`config.mk`:
```
export PLATFORM = sky130hd
export DESIGN_NAME = systolic_array_ctrl
export DESIGN_NICKNAME = d
export VERILOG_FILES = /design/src/rtl/systolic_array_ctrl_pkg.sv /design/src/rtl/systolic_array_ctrl_skew_buffer.sv /design/src/rtl/systolic_array_ctrl.sv
export SDC_FILE = /design/constraint.sdc
export NUM_CORES = 1
export LEC_CHECK = 0
export ABC_CLOCK_PERIOD_IN_PS = 15200
export BUFFER_PORTS_ARGS = -buffer_cell sky130_fd_sc_hd__buf_2
export CORE_AREA = 2 2 257 259
export CTS_CLUSTER_DIAMETER = 150
export CTS_CLUSTER_SIZE = 24
export DETAILED_ROUTE_END_ITERATION = 10
export DIE_AREA = 0 0 259 261
export HOLD_SLACK_MARGIN = 0.15
export PLACE_DENSITY = 0.6
export SYNTH_ARGS = -nofsm -noshare
export SYNTH_HDL_FRONTEND = slang
export SYNTH_SLANG_ARGS = --single-unit
```
`constraint.sdc`:
```
create_clock -name clk -period 15.2 [get_ports clk]
set_clock_uncertainty 0.2 [all_clocks]
set_input_delay 0.76 -clock clk [delete_from_list [all_inputs] [get_ports clk]]
set_output_delay 0.76 -clock clk [all_outputs]
set_load 0.05 [all_outputs]
```
`src/rtl/systolic_array_ctrl_pkg.sv`:
```
// Shared definitions for the systolic array controller.
//   state_t          : controller FSM states
//   *_DEFAULT        : default array dimension and operand/accumulator widths
package systolic_pkg;

  localparam int DIM_DEFAULT     = 8;
  localparam int BITS_AB_DEFAULT = 8;
  localparam int BITS_C_DEFAULT  = 16;

  typedef enum logic [2:0] {
    IDLE,
    CLEAR,
    COMPUTE,
    DRAIN,
    DONE
  } state_t;

endpackage

```
`src/rtl/systolic_array_ctrl_skew_buffer.sv`:
```
// Per-lane operand delay line used to skew operands into the systolic array.
//   clk, rst : clock and synchronous active-high reset (clears every stage)
//   en       : shift enable; the line holds its contents while low
//   din/dout : signed lane data in, and the same data DEPTH enabled shifts later
// DEPTH=0 degenerates to a plain wire.
module skew_buffer #(
  parameter int WIDTH = 8,
  parameter int DEPTH = 0
) (
  input  logic                    clk,
  input  logic                    rst,
  input  logic                    en,
  input  logic signed [WIDTH-1:0] din,
  output logic signed [WIDTH-1:0] dout
);

  if (DEPTH == 0) begin : g_wire
    logic unused_ctrl;
    assign unused_ctrl = ^{clk, rst, en};
    assign dout        = din;
  end else begin : g_dly
    logic signed [WIDTH-1:0] stage_p [DEPTH];

    always_ff @(posedge clk) begin
      if (rst) begin
        for (int s = 0; s < DEPTH; s++) stage_p[s] <= '0;
      end else if (en) begin
        stage_p[0] <= din;
        for (int s = 1; s < DEPTH; s++) stage_p[s] <= stage_p[s-1];
      end
    end

    assign dout = stage_p[DEPTH-1];
  end

endmodule

```
`src/rtl/systolic_array_ctrl.sv`:
```
// Controller for a DIM x DIM output-stationary systolic array computing C = A*B.
//   clk, rst, start      : clock, synchronous active-high reset, job request
//   busy, done           : not-idle flag, one-cycle end-of-job pulse
//   op_rd_en/op_rd_addr  : operand memory read (A column k, B row k)
//   a_rdata, b_rdata     : operand lanes, valid one cycle after op_rd_en
//   sa_A, sa_B           : skewed operand lanes into the array edges
//   sa_Cin/sa_wrEn       : accumulator row write (used to clear C)
//   sa_en                : array compute enable
//   sa_Crow/sa_Cout      : accumulator row select and its read data
//   c_valid/c_ready      : result row stream handshake
//   c_row/c_data         : result row index and contents
module systolic_array_ctrl
  import systolic_pkg::*;
#(
  parameter int BITS_AB = BITS_AB_DEFAULT,
  parameter int BITS_C  = BITS_C_DEFAULT,
  parameter int DIM     = DIM_DEFAULT
) (
  input  logic                      clk,
  input  logic                      rst,
  input  logic                      start,
  output logic                      busy,
  output logic                      done,
  output logic                      op_rd_en,
  output logic [$clog2(DIM)-1:0]    op_rd_addr,
  input  logic signed [BITS_AB-1:0] a_rdata [DIM],
  input  logic signed [BITS_AB-1:0] b_rdata [DIM],
  output logic signed [BITS_AB-1:0] sa_A    [DIM],
  output logic signed [BITS_AB-1:0] sa_B    [DIM],
  output logic signed [BITS_C-1:0]  sa_Cin  [DIM],
  output logic                      sa_en,
  output logic                      sa_wrEn,
  output logic [$clog2(DIM)-1:0]    sa_Crow,
  input  logic signed [BITS_C-1:0]  sa_Cout [DIM],
  output logic                      c_valid,
  input  logic                      c_ready,
  output logic [$clog2(DIM)-1:0]    c_row,
  output logic signed [BITS_C-1:0]  c_data  [DIM]
);

  localparam int AW = $clog2(DIM);
  localparam int CW = $clog2(3 * DIM);
  localparam logic [CW-1:0] CLEAR_LAST   = CW'(DIM - 1);
  localparam logic [CW-1:0] COMPUTE_LAST = CW'(3 * DIM - 2);
  localparam logic [CW-1:0] READ_CYCLES  = CW'(DIM);
  localparam logic [AW-1:0] ROW_LAST     = AW'(DIM - 1);

  state_t        state, state_nxt;
  logic [CW-1:0] cnt;
  logic          rd_vld_p1;
  logic          shift_en;
  logic signed [BITS_AB-1:0] a_lane_p1 [DIM];
  logic signed [BITS_AB-1:0] b_lane_p1 [DIM];

  // State, phase counter, result row and read-valid registers.
  // cnt restarts at every state change, so it indexes cycles within a phase.
  always_ff @(posedge clk) begin
    if (rst) begin
      state     <= IDLE;
      cnt       <= '0;
      c_row     <= '0;
      rd_vld_p1 <= 1'b0;
    end else begin
      state     <= state_nxt;
      rd_vld_p1 <= op_rd_en;
      if (state_nxt != state) begin
        cnt <= '0;
      end else if (state == CLEAR || state == COMPUTE) begin
        cnt <= cnt + 1'b1;
      end
      if (state == DRAIN && c_ready) begin
        c_row <= (c_row == ROW_LAST) ? '0 : c_row + 1'b1;
      end
    end
  end

  always_comb begin
    state_nxt  = state;
    busy       = (state != IDLE);
    done       = 1'b0;
    op_rd_en   = 1'b0;
    op_rd_addr = '0;
    sa_en      = 1'b0;
    sa_wrEn    = 1'b0;
    sa_Crow    = '0;
    c_valid    = 1'b0;
    for (int j = 0; j < DIM; j++) begin
      sa_Cin[j] = '0;
      c_data[j] = '0;
    end
    case (state)
      IDLE: begin
        if (start) state_nxt = CLEAR;
      end
      CLEAR: begin
        // Zero one accumulator row per cycle.
        sa_wrEn = 1'b1;
        sa_Crow = cnt[AW-1:0];
        if (cnt == CLEAR_LAST) state_nxt = COMPUTE;
      end
      COMPUTE: begin
        // Reads occupy the first DIM cycles; the rest lets the skewed
        // wavefront reach the far corner of the array.
        sa_en = 1'b1;
        if (cnt < READ_CYCLES) begin
          op_rd_en   = 1'b1;
          op_rd_addr = cnt[AW-1:0];
        end
        if (cnt == COMPUTE_LAST) state_nxt = DRAIN;
      end
      DRAIN: begin
        c_valid = 1'b1;
        sa_Crow = c_row;
        for (int j = 0; j < DIM; j++) c_data[j] = sa_Cout[j];
        if (c_ready && c_row == ROW_LAST) state_nxt = DONE;
      end
      DONE: begin
        done      = 1'b1;
        state_nxt = IDLE;
      end
      default: state_nxt = IDLE;
    endcase
  end

  // Stage p1: memory read data, forced to zero whenever it does not carry a
  // requested k so that padding cycles contribute nothing to C.
  always_comb begin
    for (int i = 0; i < DIM; i++) begin
      a_lane_p1[i] = rd_vld_p1 ? a_rdata[i] : '0;
      b_lane_p1[i] = rd_vld_p1 ? b_rdata[i] : '0;
    end
  end

  assign shift_en = (state == COMPUTE);

  // Skew stages: lane n is delayed n cycles so A[i][k] meets B[k][j] in PE(i,j).
  for (genvar n = 0; n < DIM; n++) begin : g_lane
    skew_buffer #(.WIDTH(BITS_AB), .DEPTH(n)) u_skew_a (
      .clk  (clk),
      .rst  (rst),
      .en   (shift_en),
      .din  (a_lane_p1[n]),
      .dout (sa_A[n])
    );
    skew_buffer #(.WIDTH(BITS_AB), .DEPTH(n)) u_skew_b (
      .clk  (clk),
      .rst  (rst),
      .en   (shift_en),
      .din  (b_lane_p1[n]),
      .dout (sa_B[n])
    );
  end

endmodule

```
==> impl_metrics.yaml, run 1 <==
sta:
  hold_viol: 0
  drv_slew: 0
  fin_tns_setup_ns: 0
  rsz0062_at_grt: "no"
  fin_crit_sh_pct: 26.95
  finalSetupViolCount: 0
  max_freq_mhz: 244.1
  post-route-min-period_ns: 4.097
  relSlewSlack_pct: 29.67
  tightest_slew_ns: 1.055
yosys:
  synth-async-reset-ratio_pct: 0
  synth_top_cell_by_area: "edfxtp_1"
  ys_seq_area_share_pct: 69.34
  avgSynthCellArea_um2: 14.09
  synth_flop_cell: "edfxtp_1"
  yosysTopAreaCellShare_pct: 68.13
  synth_cells: 1401
  synth_enable_flop_cells: 448
  ys_top_cells_by_area: "edfxtp_1 (68%), and2_1 (15%), buf_4 (7.8%)"
  ys_types: 38
  ys_ff_latch: 460
  synth_area_um2: 19750
  synth_warnings: 0
clock_network:
  htree_num_levels: 1
  clk_latency_ns: 0.57
  cts_hold_buf: 0
  clockBufferDepth: 3
  numCtsBuffers: 23
  cts_sinks: 460
  post_cts_resized: 0
  cts-root-buf: "clkbuf_16"
  cts_tree: "done"
  clkTransAtPathRegs_ns: 0.10
  postCtsSetupBuffers: 0
critical_path:
  critPathMaxStageDelay_ns: 0.85
  path_max_fanout: 192
  endpoint_kind: "flop"
  crit_type: "reg -> reg"
  cp.arrival_ns: 4.07
  path_cells: "or3b_1 -> nand2_4 -> buf_4 -> buf_12"
  slowest_stage: "buf_4"
  worst_setup_path_start_kind: "flop"
  worstPathRequired_ns: 15.18
global_route:
  met1_usage_pct: 15.52
  overflow: 0
  grt_pass1_wl_mm: 64.23
  grtUsageTotal_pct: 12.42
  grt_pass1_vias: 10280
  grt_max_degree: 193
  grt_use_met3_pct: 4.162
  antenna_found_initial: 15
  use_met2_pct: 20.82
  grt-busiest-layer: "met2"
place:
  postPlaceCellArea_um2: 22170
  routabilityCongestion: 1.012
  dp_hpwl_mm: 31.80
  portBuffers: 530
routing:
  vias: 10970
  ant_nets: 0
  drc: 0
  dr.pass1.iters: 4
  vias_per_cell: 4.083
  drt_iter0_markers: 753
  drt-total-wl_mm: 45.37
  wl_per_cell_um: 16.89
floorplan:
  fp.dieW_um: 259
  die_y_um: 261
  core_area_um2: 65040
  fp-row-count: 94
  start_util_pct: 30.36
  design.die.area_um2: 67600
  io_pins: 659
pwr:
  fin_total_pwr_mw: 2.306
  p_per_area_nw_per_um2: 101.1
  cellLeakagePower_nw: 10.14
  peakVddDrop_mv: 0.08059
cells_and_area:
  area_growth_pct: 15.49
  final_util_pct: 35.06
  finalNetCount: 2074
  drive_gt1_share_pct: 31.26
  fin_area_um2: 22800
job:
  drv_cap: 0
status:
  status: "finished, final reports clean"
hold_path:
  hold_path.class: "reg -> reg"
-- layout make-up --
| type | instances | area [um^2] |
|---|---|---|
| diodes | 5 | 12.51 |
| clock buffers | 31 | 605.6 |
| clock inverters | 1 | 20.02 |
| fillers | 6370 | 42240 |
| inverters | 5 | 18.77 |
| multi-input cells | 781 | 4637 |
| flip-flops and latches | 460 | 13700 |
| well taps | 864 | 1081 |
| repair buffers | 539 | 2733 |
-- where the power goes --
part           switching (mW)  internal, mW
clock                   0.392         0.283
combinational           0.158        0.0347
sequential             0.0101          1.43
total                   0.560          1.75
-- sequential cells by signal (all words and copies together), names as in the netlist --
signal                         flops
c_row                              3
g_lane.u_skew_a.g_dly.stage_p    224
rd_vld_p1                          1
cnt                                5
g_lane.u_skew_b.g_dly.stage_p    224
state                              3
-- synthesized netlist by cell type (2+ instances only) --
cell	n
a22o_1	4
a211oi_1	5
ha_1	4
or4_1	2
and2_1	466
buf_2	2
o31ai_1	2
and3_1	112
clkbuf_1	36
clkbuf_2	38
nor4_1	2
nand2_1	5
edfxtp_1	448
o21ai_0	3
a21oi_1	3
dfxtp_1	12
nand4b_1	2
buf_4	205
nor3b_1	2
or3_1	5
nand2b_1	2
nor2b_1	16
nor3_1	3
inv_1	5
nand3_1	4
-- worst max-delay path: cells and delay by family (launching register included) --
family                 cells  cell delay, ns
DFF                        1            0.51
and+or+nand+nor            2            1.13
buffers and inverters      2            1.56
-- cell usage in the layout (no fill, tap or decap), types with 4 or more instances in the layout --
master | netlist | final
buf_4 | 205 | 8
buf_2 | 2 | 530
nand3_1 | 4 | 4
a22o_1 | 4 | 4
and2_1 | 466 | 466
edfxtp_1 | 448 | 448
conb_1 | 1 | 128
ha_1 | 4 | 4
dfxtp_1 | 12 | 11
or3_1 | 5 | 5
clkbuf_1 | 36 | 8
inv_1 | 5 | 5
nor2b_1 | 16 | 16
clkbuf_16 | 0 | 23
nand2_1 | 5 | 4
a211oi_1 | 5 | 5
and3_1 | 112 | 112
diode_2 | 0 | 5
-- cell families (layout without fill, tap and decap cells) --
| family | Yosys count | after routing | synth area share [%] |
|---|---|---|---|
| simple gates | 627 | 627 | 19.94 |
| compound gates | 21 | 21 | 0.7540 |
| buf+inv | 287 | 576 | 9.644 |
| xor+xnor | 1 | 1 | 0.04436 |
| flops | 460 | 460 | 69.34 |
| fa+ha+maj | 4 | 4 | 0.2535 |
| other cells | 1 | 133 | 0.01899 |
-- metrics by stage --
stage,hold WS (ns),std cells,setup slack [ns]
after global placement,0.2791,2649,10.81
after global routing,0.2478,2683,10.59
after detailed placement,0.3009,2649,10.73
after CTS,0.2415,2681,10.98
final,0.2844,2686,11.10
after floorplan,0.2953,1528,3.700
-- worst paths after layout --
| kind | from | end | slack, ns | depth (start not counted) |
|---|---|---|---|---|
| max | state[1] | g_lane[6].u_skew_a.g_dly.stage_p[0][34] | 11.10 | 4 |
| min | g_lane[7].u_skew_a.g_dly.stage_p[0][16] | g_lane[7].u_skew_a.g_dly.stage_p[0][24] | 0.28 | 1 |
| max reg2reg | state[1] | g_lane[6].u_skew_a.g_dly.stage_p[0][34] | 11.10 | 4 |
| min reg2reg | g_lane[7].u_skew_a.g_dly.stage_p[0][16] | g_lane[7].u_skew_a.g_dly.stage_p[0][24] | 0.28 | 1 |
-- metal layers --
metal / vias up / part of all wire [%]
met3: 62 / 8.9
met5: - / 0.24
met1: 5277 / 41
met4: 16 / 1.8
li1: 5264 / -
met2: 347 / 49
Note: power is estimated with default switching activity, not from simulation.
==> run 2: changes to the inputs <==
ABC_CLOCK_PERIOD_IN_PS = 3900   (was 15200)
clock period = 3.9 ns   (was 15.2 ns; I/O delays follow)
==> impl_metrics.yaml, run 2 (synthesized netlist as in run 1, its figures left out) <==
status:
  status: "finished, final reports clean"
place:
  postPlaceCellArea_um2: 22350
  portBuffers: 530
  dp_hpwl_mm: 34.52
  dpl.cell_count: 2661
  routabilityCongestion: 1.039
cells_and_area:
  mostFrequentLayoutCells: "buf_2 (530), and2_1 (466), edfxtp_1 (448), conb_1 (128), dlygate4sd3_1 (116)"
  area_growth_pct: 22.31
  finalNetCount: 2202
  top_regs: "g_lane.u_skew_a.g_dly.stage_p x224, g_lane.u_skew_b.g_dly.stage_p x224, cnt x5"
  layout.cells.non_filler: 2812
  final_common_cell: "buf_2"
  drive_gt1_share_pct: 29.87
  fin_area_um2: 24150
sta:
  fin_crit_sh_pct: 81.20
  hold_viol: 0
  tightest_slew_ns: 0.7590
  rsz0062_at_grt: "no"
  drv_slew: 0
  finalSetupViolCount: 0
  fin_tns_setup_ns: 0
  max_freq_mhz: 315.8
  post-route-min-period_ns: 3.167
  hold-worst-slack_ns: 0.2701
  relSlewSlack_pct: 49.40
floorplan:
  fp-row-count: 94
  die_y_um: 261
  design.die.area_um2: 67600
  fp.dieW_um: 259
  core_area_um2: 65040
  io_pins: 659
  start_util_pct: 30.36
clock_network:
  clk_latency_ns: 0.55
  postCtsSetupBuffers: 0
  post_cts_resized: 0
  htree_num_levels: 1
  cts-root-buf: "clkbuf_16"
  cts_tree: "done"
  numCtsBuffers: 23
  clkTransAtPathRegs_ns: 0.10
  clockBufferDepth: 3
  cts_sinks: 460
  cts_hold_buf: 116
routing:
  ant_nets: 0
  drc: 0
  vias: 11540
  wl_per_cell_um: 17.35
  drt-total-wl_mm: 48.79
  vias_per_cell: 4.102
  drt_iter0_markers: 893
  dr.pass1.iters: 4
pwr:
  p_per_area_nw_per_um2: 376.2
  seq_power_share_pct: 61.7
  p_sw_mw: 2.199
  peakVddDrop_mv: 0.3794
  p_clk_share_pct: 28.8
  p_int_mw: 6.886
  comb_power_share_pct: 9.5
  p_sw_share_pct: 24.20
  cellLeakagePower_nw: 10.72
critical_path:
  path_delay_family: "simple AND/OR/NAND/NOR gates"
  cp_num_buf_inv: 2
  critPathMaxStageDelay_ns: 0.65
  cp.arrival_ns: 2.77
  path_cells: "and3b_4 -> buf_12 -> and2_1 -> buf_2"
  worst_setup_path_start_kind: "flop"
  crit_type: "reg -> out"
  worstPathRequired_ns: 3.50
  endpoint_kind: "output port"
  path_max_fanout: 93
  slowest_stage: "and3b_4"
global_route:
  overflow: 0
  grt_pass1_wl_mm: 69.23
  grtUsageTotal_pct: 13.49
  grt_pass1_vias: 11290
  grt_max_degree: 134
  antenna_found_initial: 8
hold_path:
  hold_path.class: "in -> reg"
job:
  drv_cap: 0
-- run 2: cell types whose count changed in the layout (fill, tap and decap cells not counted) --
| cell | delta |
|---|---|
| diode_2 | -2 |
| clkbuf_1 | -1 |
| nand2_8 | +1 |
| dlygate4sd3_1 | +116 |
| buf_12 | +7 |
| inv_6 | +1 |
| buf_4 | +5 |
| nand2_4 | -1 |
-- run 2: per-layer routing --
metal	routed length [um]	global-route usage, %
met5	27	0
met4	1831	5.443
met3	3432	3.417
met2	23730	22.73
met1	19770	16.59
-- run 2: worst reg2reg max path, delay by kind of cell, from the launching register on --
family | cells | cell delay (ns)
simple gates | 3 | 1.47
flops | 1 | 0.50
buf+inv | 1 | 0.41
-- run 2: final cells by class --
type,count,area (um^2)
Clock buffer,30,601.8
Clock inverter,2,28.78
Tap cell,864,1081
Timing Repair Buffer,667,4071
Inverter,5,18.77
Antenna cell,3,7.507
Sequential cell,460,13700
Fill cell,6203,40890
Multi-Input combinational cell,781,4646
-- run 2: final timing paths --
path / start / cells after the start / to / slack, ns
worst min-delay path: b_rdata[55] / 3 / g_lane[1].u_skew_b.g_dly.stage_p[0][7] / 0.27
worst max-delay path: state[2] / 4 / c_data[40] / 0.73
worst max register to register: state[1] / 4 / g_lane[4].u_skew_a.g_dly.stage_p[0][3] / 1.19
worst min register to register: g_lane[7].u_skew_a.g_dly.stage_p[0][8] / 1 / g_lane[7].u_skew_a.g_dly.stage_p[0][16] / 0.29
-- run 2: power by group through the flow --
| stage | Combinational (mW) | Clock, mW | Sequential (mW) |
|---|---|---|---|
| after floorplan | 0.603 | 0 | 5.77 |
| after global placement | 0.767 | 0 | 5.72 |
| after detailed placement | 0.770 | 0 | 5.72 |
| after CTS | 0.865 | 2.74 | 5.61 |
| after global routing | 0.908 | 2.89 | 5.62 |
| final | 0.867 | 2.61 | 5.60 |
-- run 2: metrics by stage --
stage                     power [mW]  setup WS [ns]  utilization [%]
after detailed placement       6.490          1.189            34.37
after global placement         6.483          1.268            34.37
final                          9.085         0.7334            37.13
after global routing           9.427         0.6079            37.13
after floorplan                6.378         0.5895                -
after CTS                      9.211         0.7697            37.12
